[src/rtl/audio_sample_scheduler.sv]
// audio_sample_scheduler
// Buffers up to SAMPLES_PER_PACKET stereo 24-bit pairs and requests a
// data-island slot for them. On grant it freezes a snapshot of the pairs,
// their present bits and the IEC 60958 channel-status frame index for the
// audio sample packet formatter.
//
// state      | meaning
// -----------+-----------------------------------------------------------
// ST_EMPTY   | no pairs buffered
// ST_FILL    | 0 < count < SAMPLES_PER_PACKET, flush timer running
// ST_PENDING | packet_pending high, waiting for grant, flush timer frozen
module audio_sample_scheduler #(
  parameter int unsigned SAMPLES_PER_PACKET = 4,
  parameter int unsigned FLUSH_CYCLES       = 1024
) (
  input  logic         clk_pixel,
  input  logic         reset,
  input  logic [23:0]  audio_sample_l,
  input  logic [23:0]  audio_sample_r,
  input  logic         audio_sample_valid,
  output logic         audio_sample_ready,
  input  logic         packet_grant,
  output logic         packet_pending,
  output logic [7:0]   frame_counter,
  output logic [191:0] audio_sample_word,
  output logic [3:0]   audio_sample_word_present,
  output logic [2:0]   buffer_count
);

  typedef enum logic [1:0] {ST_EMPTY, ST_FILL, ST_PENDING} state_t;

  localparam logic [2:0]  SPP        = 3'(SAMPLES_PER_PACKET);
  localparam logic [15:0] FLUSH_LAST = 16'(FLUSH_CYCLES - 1);

  state_t         state_q, state_d;
  logic [2:0]     count_q, count_d;
  logic [15:0]    timer_q, timer_d;
  logic [7:0]     block_q, block_d;
  logic [191:0]   buf_q, buf_d;
  logic           pending_q, pending_d;
  logic [7:0]     frame_q, frame_d;
  logic [191:0]   word_q, word_d;
  logic [3:0]     present_q, present_d;

  logic           ready;
  logic           accept;
  logic           take;
  logic [8:0]     block_sum;
  logic [2:0]     count_base;

  // A grant frees the whole buffer this cycle, so a pair can be accepted even when full.
  assign ready  = (count_q < SPP) || packet_grant;
  assign accept = audio_sample_valid && ready;
  assign take   = packet_grant && (count_q != 3'd0);

  // Next-state: snapshot on grant, append accepted pair, then pick the state.
  always_comb begin
    state_d    = state_q;
    count_d    = count_q;
    timer_d    = timer_q;
    block_d    = block_q;
    buf_d      = buf_q;
    frame_d    = frame_q;
    word_d     = word_q;
    present_d  = present_q;
    count_base = count_q;
    // 9-bit sum so 190+4 wraps to 2 instead of overflowing the 8-bit index.
    block_sum  = {1'b0, block_q} + {6'd0, count_q};

    if (take) begin
      word_d     = buf_q;
      present_d  = 4'((5'd1 << count_q) - 5'd1);
      frame_d    = block_q;
      block_d    = (block_sum >= 9'd192) ? 8'(block_sum - 9'd192) : block_sum[7:0];
      buf_d      = '0;
      count_base = 3'd0;
      timer_d    = '0;
    end

    count_d = count_base;
    if (accept) begin
      // The new pair goes after whatever survives the grant: slot 0 if the buffer was taken.
      for (int k = 0; k < 4; k++) begin
        if (count_base == 3'(k)) begin
          buf_d[48*k +: 48] = {audio_sample_r, audio_sample_l};
        end
      end
      count_d = count_base + 3'd1;
    end

    if (count_d == 3'd0) begin
      state_d = ST_EMPTY;
    end else if (count_d == SPP) begin
      state_d = ST_PENDING;
    end else if (take || (state_q == ST_EMPTY)) begin
      state_d = ST_FILL;
      timer_d = '0;
    end else if (state_q == ST_PENDING) begin
      state_d = ST_PENDING;
    end else if (timer_q == FLUSH_LAST) begin
      state_d = ST_PENDING;
    end else begin
      state_d = ST_FILL;
      timer_d = timer_q + 16'd1;
    end

    pending_d = (state_d == ST_PENDING);
  end

  // State and registered outputs, synchronous reset discards the buffer.
  always_ff @(posedge clk_pixel) begin
    if (reset) begin
      state_q   <= ST_EMPTY;
      count_q   <= '0;
      timer_q   <= '0;
      block_q   <= '0;
      buf_q     <= '0;
      pending_q <= 1'b0;
      frame_q   <= '0;
      word_q    <= '0;
      present_q <= '0;
    end else begin
      state_q   <= state_d;
      count_q   <= count_d;
      timer_q   <= timer_d;
      block_q   <= block_d;
      buf_q     <= buf_d;
      pending_q <= pending_d;
      frame_q   <= frame_d;
      word_q    <= word_d;
      present_q <= present_d;
    end
  end

  assign audio_sample_ready        = ready;
  assign packet_pending            = pending_q;
  assign frame_counter             = frame_q;
  assign audio_sample_word         = word_q;
  assign audio_sample_word_present = present_q;
  assign buffer_count              = count_q;

endmodule
[config.mk]
export PLATFORM = sky130hd
export DESIGN_NAME = audio_sample_scheduler
export DESIGN_NICKNAME = d
export VERILOG_FILES = /design/src/rtl/audio_sample_scheduler.sv
export SDC_FILE = /design/constraint.sdc
export NUM_CORES = 1
export LEC_CHECK = 0
export BUFFER_PORTS_ARGS = -buffer_cell sky130_fd_sc_hd__buf_2
export CAP_MARGIN = 20
export CELL_PAD_IN_SITES_DETAIL_PLACEMENT = 0
export CELL_PAD_IN_SITES_GLOBAL_PLACEMENT = 1
export CORE_UTILIZATION = 39
export CTS_BUF_LIST = sky130_fd_sc_hd__clkbuf_8
export DETAILED_ROUTE_END_ITERATION = 10
export PLACE_DENSITY = 0.87
export SLEW_MARGIN = 15
export SYNTH_ARGS = -nofsm -noshare
export SYNTH_HDL_FRONTEND = slang
export SYNTH_SLANG_ARGS = --single-unit
[constraint.sdc]
create_clock -name clk_pixel -period 2.6 [get_ports clk_pixel]
set_input_delay 0.13 -clock clk_pixel [delete_from_list [all_inputs] [get_ports clk_pixel]]
set_output_delay 0.13 -clock clk_pixel [all_outputs]
set_load 0.02 [all_outputs]
Yosys cells after proc, flatten, opt, wreduce, memory -nomap -nowiden
Cells that the tools add are included.
{ "totals": {"out_inout_bits": 209, "in_bits": 52, "elab_cells": 52, "reg_bits": 426} }
{ "classes": {"reduce_logical": 8, "eq_ne": 7, "muxes": 20, "shift": 1, "magnitude_cmp": 2, "n_addsub": 5} }
{ "ops": {"columns": ["cell", "n"], "rows": [
  ["$mux W192", 2],
  ["$mux W48", 4],
  ["$mux W16", 6],
  ["$add A16 B1 Y16 const B", 1],
  ["$eq A16 B10 Y1 const B", 1],
  ["$mux W2", 5],
  ["$add A8 B3 Y9", 1],
  ["$ge A9 B8 Y1 const B", 1],
  ["$mux W8", 1],
  ["$sub A8 B8 Y8 const B", 1],
  ["$eq A3 B2 Y1 const B", 2],
  ["$logic_not A3 Y1", 2],
  ["$mux W3", 2],
  ["$eq A2 B2 Y1 const B", 2],
  ["$shl A1 B3 Y4 const A", 1],
  ["$sub A4 B1 Y4 const B", 1],
  ["$add A3 B1 Y3 const B", 1],
  ["$eq A3 B1 Y1 const B", 1],
  ["$eq A3 B3 Y1 const B", 1],
  ["$lt A3 B3 Y1 const B", 1],
  ["$reduce_bool A3 Y1", 1],
  ["$logic_and A1 B1 Y1", 2],
  ["$logic_not A2 Y1", 1],
  ["$logic_or A1 B1 Y1", 2]
]} }

Depth between registers and ports, before layout
Gate-level depths: netlist of run 1.
{ "depth": {"ltp_word": 9, "ltp_mapped": 12, "depth_no_buf": 12} }

Worst setup path before layout of run 1
Ideal clock, no wire load.
{ "synth_path": {"path_kind": "register -> register", "start": "register count_q[0], in the netlist buffer_count[0]", "end": "register block_q[7]", "stages_incl_launch_ff": 13, "required_time_ns": 2.536, "setup_ns": 0.064, "period_less_slack_ns": 2.789, "setup_slack_ns": -0.189, "arrival_ns": 2.725, "n_path_buf": 0, "path_cell_list": "dfxtp_1 -> ha_1 -> inv_1 -> fa_1 -> nor2b_2 -> o21ai_0 -> xnor2_1 -> ha_1 -> nand2_1 -> nor3_1 -> o21a_1 -> or4_1 -> nand4_1"} }
{ "synth_via": {"elab_chain_cells": 3, "elab_cells_between_ends": 6, "cone_classes": "add/sub: 2; order compare: 1; mux: 1; reduce/logical: 2"} }
{ "synth_rtl": {"columns": ["element", "line_no", "source"], "rows": [
  ["start, declared", "36", "logic [2:0] count_q, count_d;"],
  ["start signal, assigned", "124", "count_q <= count_d;"],
  ["$add A8 B3 Y9", "68", "block_sum = {1'b0, block_q} + {6'd0, count_q};"],
  ["$sub A8 B8 Y8 or $ge A9 B8 Y1 (tied branches)", "74", "block_d = (block_sum >= 9'd192) ? 8'(block_sum - 9'd192) : block_sum[7:0];"],
  ["$mux W8", "74", null],
  ["end signal, assigned", "126", "block_q <= block_d;"],
  ["end, declared", "38", "logic [7:0] block_q, block_d;"]
]} }
Parallel ways exist; a longest one is shown, timed or not.
A chain may end at the register's enable or synchronous reset.

Worst setup path in the final report of run 1
{ "layout_path": {"start": "register count_q[0], in the netlist buffer_count[0]", "end": "register buf_q[173]"} }
{ "layout_via": {"elab_chain_cells": 6, "elab_cells_between_ends": 10, "cone_classes": "order compare: 1; eq/ne: 1; mux: 4; reduce/logical: 4"} }
{ "layout_rtl": {"columns": ["element", "line_no", "source"], "rows": [
  ["$reduce_bool A3 Y1", "54", "assign take = packet_grant && (count_q != 3'd0);"],
  ["$logic_and A1 B1 Y1", "54", null],
  ["$mux W3", "70", "if (take) begin"],
  ["$eq A3 B2 Y1", "84", "if (count_base == 3'(k)) begin"],
  ["$mux W48", "84", null],
  ["$mux W192 *", "81", "if (accept) begin"],
  ["end signal, assigned", "127", "buf_q <= buf_d;"],
  ["end, declared", "39", "logic [191:0] buf_q, buf_d;"]
]} }
Every way passes the cells marked *; elsewhere a longest branch is shown, timed or not.

==> run summary, run 1 <==
Leak: 7.50 nW
die area: 39600 sq um
WP data required: 3.12 ns
Crit Path Class: flip-flop to flip-flop
root buffer cell: clkbuf_8
Syn. warnings: 0
sequential cell area: 8530 sq um
number of iterations in the first detailed-routing pass: 5
Die Y-Extent: 199 microns
Inserted Clock Buffers: 73
pin count of the biggest net entering global routing: 169
Mean Syn Cell Area: 8.56 sq um
WL/cell: 16.7 microns
Site Rows: 71
number of global-route vias before repair: 12724
R2R setup slack: 0.08 ns
clock network latency to the later pin of the worst-skew pair: 0.60 ns
prevailing post-synth register cell: dfxtp_1
Arr. time, crit path: 3.05 ns
Final WS setup: 0.0771 ns
Multi-input gate area: 6070 sq um
Starting DRT DRC Count: 1106
R2R cell count: 8
setup TNS: 0 ns
slowest stage cell on the critical path: nor2_2
CP peak stage delay: 1.02 ns
Critical Path Source: buffer_count[0]
grt ovf: 0
DP HPWL: 26200 microns
RSZ-0062 raised after global routing: false
final setup vio count: 0
GPL Wtd Cong: 0.824
Antenna Cells: 0
fillers: 3649
share of cells above drive strength 1: 0.200
H-tree lvl count: 3
clk sinks: 426
sequential element share of the synthesized area: 0.563
Clock Skew: 0.0131 ns
Mapped Cells: 1769
initial antenna violation count: 0
Worst Tran Pin Value: 1.32 ns
nets@finish: 2106
Peak supply drop: 0.416 mV
worst path cell trace: nor2b_2 -> inv_1 -> nor2_1 -> ha_1 -> and3_2 -> nor2_2 -> a22oi_1 -> nor2_1
Hold Path End: buf_q[179]
fin area: 18900 sq um
vias per std cell: 5.22
Worst-path clk slew: 0.05 ns
worst r2r src: buffer_count[0]
period utilization: 0.970
drt drc: 0
core area: 37900 sq um
final WL: 43600 microns
vias: 13600
Area growth syn-to-layout: 24.8%
Cell Area, Synth: 15100 sq um
Hold Vio Cnt, Final: 0
Yosys reg bits: 426
EDFF count, synth: 0
r2r endpoint: buf_q[173]
hold path startpoint: audio_sample_r[11]
CTS tree: yes
I/O pin cnt: 261
Tot GR Track Use: 0.214
Power Density: 710 nW/um^2
fin. max-slew vios: 0
Yosys cell types: 52
Post-DRT Antenna Nets: 0
FMAX: 396 MHz
Die W: 199 microns
Mapped Nets: 1831
Place WS: -0.0282 ns
CTS max path bufs: 3
critical path endpoint category: flip-flop
Initial Utilization: 0.399
status: completed
placed inst area: 16900 sq um
Startpoint Class: flip-flop
Async SR Flop Fraction: 0
first-pass GRT wire length: 67800 microns
max cap viols: 0
Hold Path Depth: 4
cell mode on critical path: nor2_1
buffers added on ports: 260
Power, Total: 13.4 mW
Final min period: 2.52 ns
crit path max fanout: 17
relative slew slack: 0.121
HP Class: input port to flip-flop
==> logic make-up after synthesis <==
kind of cell / count (synthesis) / synth area share
adder cells (fa/ha/maj): 10 / 0.00876
buffers and inverters: 152 / 0.0417
AND/OR/NAND/NOR: 706 / 0.185
AO/OA/AOI/OAI: 463 / 0.195
multiplexers: 3 / 0.00198
flip-flops: 426 / 0.563
XOR/XNOR: 9 / 0.00520
==> worst max-delay path: cells and delay by family, from the launching register on <==
kind,cells,cell delay [ns]
and+or+nand+nor,5,1.67
DFF,1,0.37
adders and majority gates,1,0.18
AOI/OAI and AO/OA,1,0.16
buffers and inverters,1,0.07
==> through the flow <==
| stage | hold slack, ns | utilization | cells |
|---|---|---|---|
| floorplan | 0.270 | - | 1769 |
| global placement | 0.436 | 0.446 | 2426 |
| detailed placement | 0.443 | 0.446 | 2426 |
| CTS | 0.335 | 0.497 | 2600 |
| global route | 0.378 | 0.498 | 2603 |
| finish | 0.385 | 0.498 | 2603 |
==> how the worst max path moves through the flow <==
stage | endpoint | slack [ns] | cells past startpoint
after detailed placement | timer_q[0] | -0.03 | 10
after global placement | block_q[7] | 0.04 | 12
final | buf_q[173] | 0.08 | 8
after global routing | buf_q[182] | 0.005 | 8
after CTS | block_q[7] | 0.005 | 12
after floorplan | block_q[7] | 0.05 | 12
==> sequential cells by signal, indices dropped and copies added, names as in the netlist <==
name	cells
audio_sample_word	192
audio_sample_word_present	4
block_q	8
buf_q	192
buffer_count	3
frame_counter	8
packet_pending	1
state_q	2
timer_q	16
==> repair_timing <==
item                                    4_1_cts  5_1_grt
pin swaps                                     0        4
endpoints found under the setup margin        2       22
gates cloned                                  0        1
endpoints found under the hold margin       215        0
buffers inserted                              0        2
resized for setup                             1        8
hold buffers                                 51        0
==> final cells by class <==
cell class	instances	share of cell area
Clock buffer	96	0.0699
Clock inverter	27	0.00576
Inverter	7	0.00139
Multi-Input combinational cell	1192	0.321
Sequential cell	426	0.452
Tap cell	511	0.0338
Timing Repair Buffer	344	0.116
==> layout by cell type (no fill, tap or decap), drive strengths merged, types with 2 or more instances in the layout <==
master	instances
mux2i	3
clkinvlp	2
nor4	5
a41oi	2
a21o	3
ha	9
a211o	2
xor2	4
clkbuf	96
dlygate4sd3	51
o31ai	4
dfxtp	426
o211a	2
nor2b	4
nand4	7
nand3	6
a211oi	2
a311oi	4
and3	9
nor3b	3
nand2	432
and2	2
xnor2	5
nor3	5
a22oi	196
inv	32
a21oi	211
a31oi	5
nor2	224
buf	293
nand2b	4
o21ai	18
o21a	5
or4	3
==> per-layer routing <==
| metal | up-vias | GRT usage | routed length (microns) |
|---|---|---|---|
| met4 | 0 | 0.0664 | 868 |
| met5 | - | 0 | 0 |
| met3 | 65 | 0.0462 | 2700 |
| met2 | 432 | 0.331 | 19800 |
| met1 | 6537 | 0.298 | 20200 |
| li1 | 6566 | - | - |
==> report_power, final <==
group / internal [mW] / switching [mW] / leakage, nW
clock network: 3.26 / 2.62 / 0.824
registers: 6.63 / 0.0567 / 3.44
logic: 0.263 / 0.598 / 3.23
==> Yosys cell counts (all sizes together), types with 2 or more instances <==
master    n  share of area
a211o     2         0.0012
ha        9         0.0074
a21o      3         0.0015
nand4     7         0.0029
o31ai     4         0.0020
or4       3         0.0015
xor2      4         0.0023
nand2b    4         0.0017
a21oi   211          0.070
inv       7         0.0017
nor3b     3         0.0015
nor2    223          0.055
nor4      5         0.0021
a211oi    2        0.00099
xnor2     5         0.0029
nand3     6         0.0020
clkbuf   85          0.021
buf      60          0.019
o21a      5         0.0025
a311oi    4         0.0023
a31oi     5         0.0021
o21ai    18         0.0059
a41oi     2         0.0017
and3      9         0.0040
a22oi   196          0.097
nor2b     4         0.0018
nor3      5         0.0023
dfxtp   426           0.56
o211a     2         0.0013
mux2i     3         0.0020
nand2   432           0.11
and2      2        0.00083
Power figures use the tool's default switching activity.
==> run 2: changes to the inputs <==
- CORE_ASPECT_RATIO: unset -> 0.6
==> run summary, run 2 (synthesized netlist as in run 1, its figures left out) <==
status: completed
Area growth syn-to-layout: 24.0%
cell mode on critical path: ha_1
relative slew slack: 0.509
Worst-path clk slew: 0.07 ns
Gate power share: 0.067
clk sinks: 426
vias per std cell: 5.18
fin. max-slew vios: 0
pin count of the biggest net entering global routing: 157
CTS tree: yes
sequential power share: 0.512
GPL Wtd Cong: 0.869
initial antenna violation count: 0
number of global-route vias before repair: 12480
Hold Vio Cnt, Final: 0
Power Density: 694 nW/um^2
worst path buffer plus inverter count: 1
Arr. time, crit path: 3.05 ns
CTS max path bufs: 3
crit path max fanout: 6
nets@finish: 2097
sw frac: 0.250
max cap viols: 0
Final min period: 2.49 ns
Clock Skew: 0.0304 ns
Initial Utilization: 0.399
drt drc: 0
Tot GR Track Use: 0.211
Leak: 7.42 nW
clock network latency to the later pin of the worst-skew pair: 0.63 ns
Place WS: -0.00711 ns
DP HPWL: 27300 microns
Final WS setup: 0.109 ns
Critical Path Source: buffer_count[0]
most frequent cells in the layout: nand2_1, dfxtp_1, buf_2
Peak supply drop: 0.449 mV
most common cell after layout, fill and taps aside: nand2_1
worst r2r src: buffer_count[0]
Power, Total: 13.0 mW
CP peak stage delay: 0.52 ns
WL/cell: 16.7 microns
P_sw: 3.26 mW
CP delay by family, top: simple AND/OR/NAND/NOR gates
Worst Tran Pin Value: 0.737 ns
fillers: 3640
worst path cell trace: ha_1 -> inv_1 -> fa_2 -> nor2b_4 -> o21ai_2 -> xnor2_1 -> ha_1 -> nand2_1 -> nor3_1 -> o21a_1 -> or4_1 -> nand4_1
slowest stage cell on the critical path: or4_1
number of iterations in the first detailed-routing pass: 6
RSZ-0062 raised after global routing: false
Antenna Cells: 0
Post-DRT Antenna Nets: 0
final WL: 43400 microns
critical path endpoint category: flip-flop
period utilization: 0.958
buffers added on ports: 260
Clock power frac: 0.421
die area: 39700 sq um
first-pass GRT wire length: 67800 microns
P_int: 9.77 mW
FMAX: 401 MHz
vias: 13465
grt ovf: 0
core area: 38000 sq um
Startpoint Class: flip-flop
share of cells above drive strength 1: 0.201
Inserted Clock Buffers: 61
Non-Filler Instances: 2597
Site Rows: 55
root buffer cell: clkbuf_8
Crit Path Class: flip-flop to flip-flop
hold path startpoint: audio_sample_r[13]
HP Class: input port to flip-flop
I/O pin cnt: 261
Starting DRT DRC Count: 1145
placed cells: 2432
Die Y-Extent: 155 microns
final setup vio count: 0
Die W: 256 microns
WP data required: 3.16 ns
H-tree lvl count: 2
==> run 2: timing repair <==
action                     in CTS  in global routing
gates resized for setup         1                  5
setup buffers                   0                  1
hold endpoints to repair      242                  0
setup endpoints to repair       1                  8
hold buffers                   51                  0
pin swaps                       0                  1
==> run 2: tightest hold or removal path, stage by stage <==
cell,delay [ns]
dlygate4sd3_1,0.52
buf_2,0.14
a22oi_1,0.08
nor2_1,0.07
==> run 2: worst paths after layout <==
check,endpoint,slack [ns],cells past startpoint
worst max-delay path,block_q[7],0.11,12
worst min-delay path,buf_q[37],0.35,4
worst min register to register,audio_sample_word[33],0.44,2
worst max register to register,block_q[7],0.11,12
==> run 2: power groups by stage <==
stage          logic, mW  clock network, mW  registers (mW)
6_report           0.871               5.48            6.68
5_1_grt            0.943               5.94            6.68
4_1_cts            0.860               5.65            6.68
3_5_place_dp       0.798                  0            6.82
3_3_place_gp       0.785                  0            6.82
2_1_floorplan      0.456                  0            6.83
==> run 2: final cells by class <==
cell class	count	area [sq um]	share of cell area
clock buffer	77	1060	0.0564
clock inverter	35	224	0.0119
inverter	7	26.3	0.00140
multi-input combinational	1191	6060	0.323
sequential	426	8530	0.455
tap	513	642	0.0342
timing repair buffer	348	2230	0.119
==> run 2: routing by layer <==
layer | vias to the layer above | global-route usage | share of wire
met5 | - | 0 | 0
met1 | 6451 | 0.298 | 0.48
met4 | 0 | 0.0567 | 0.018
met3 | 71 | 0.0410 | 0.059
li1 | 6561 | - | -
met2 | 382 | 0.327 | 0.44
==> run 2: through the flow <==
stage / TNS (ns) / hold WS [ns] / instance area, sq um / utilization
after global placement: 0 / 0.437 / 16900 / 0.446
after detailed placement: -0.00711 / 0.443 / 16900 / 0.446
after floorplan: 0 / 0.270 / 15200 / -
after global routing: 0 / 0.343 / 18800 / 0.494
final: 0 / 0.352 / 18800 / 0.494
after CTS: 0 / 0.305 / 18700 / 0.493
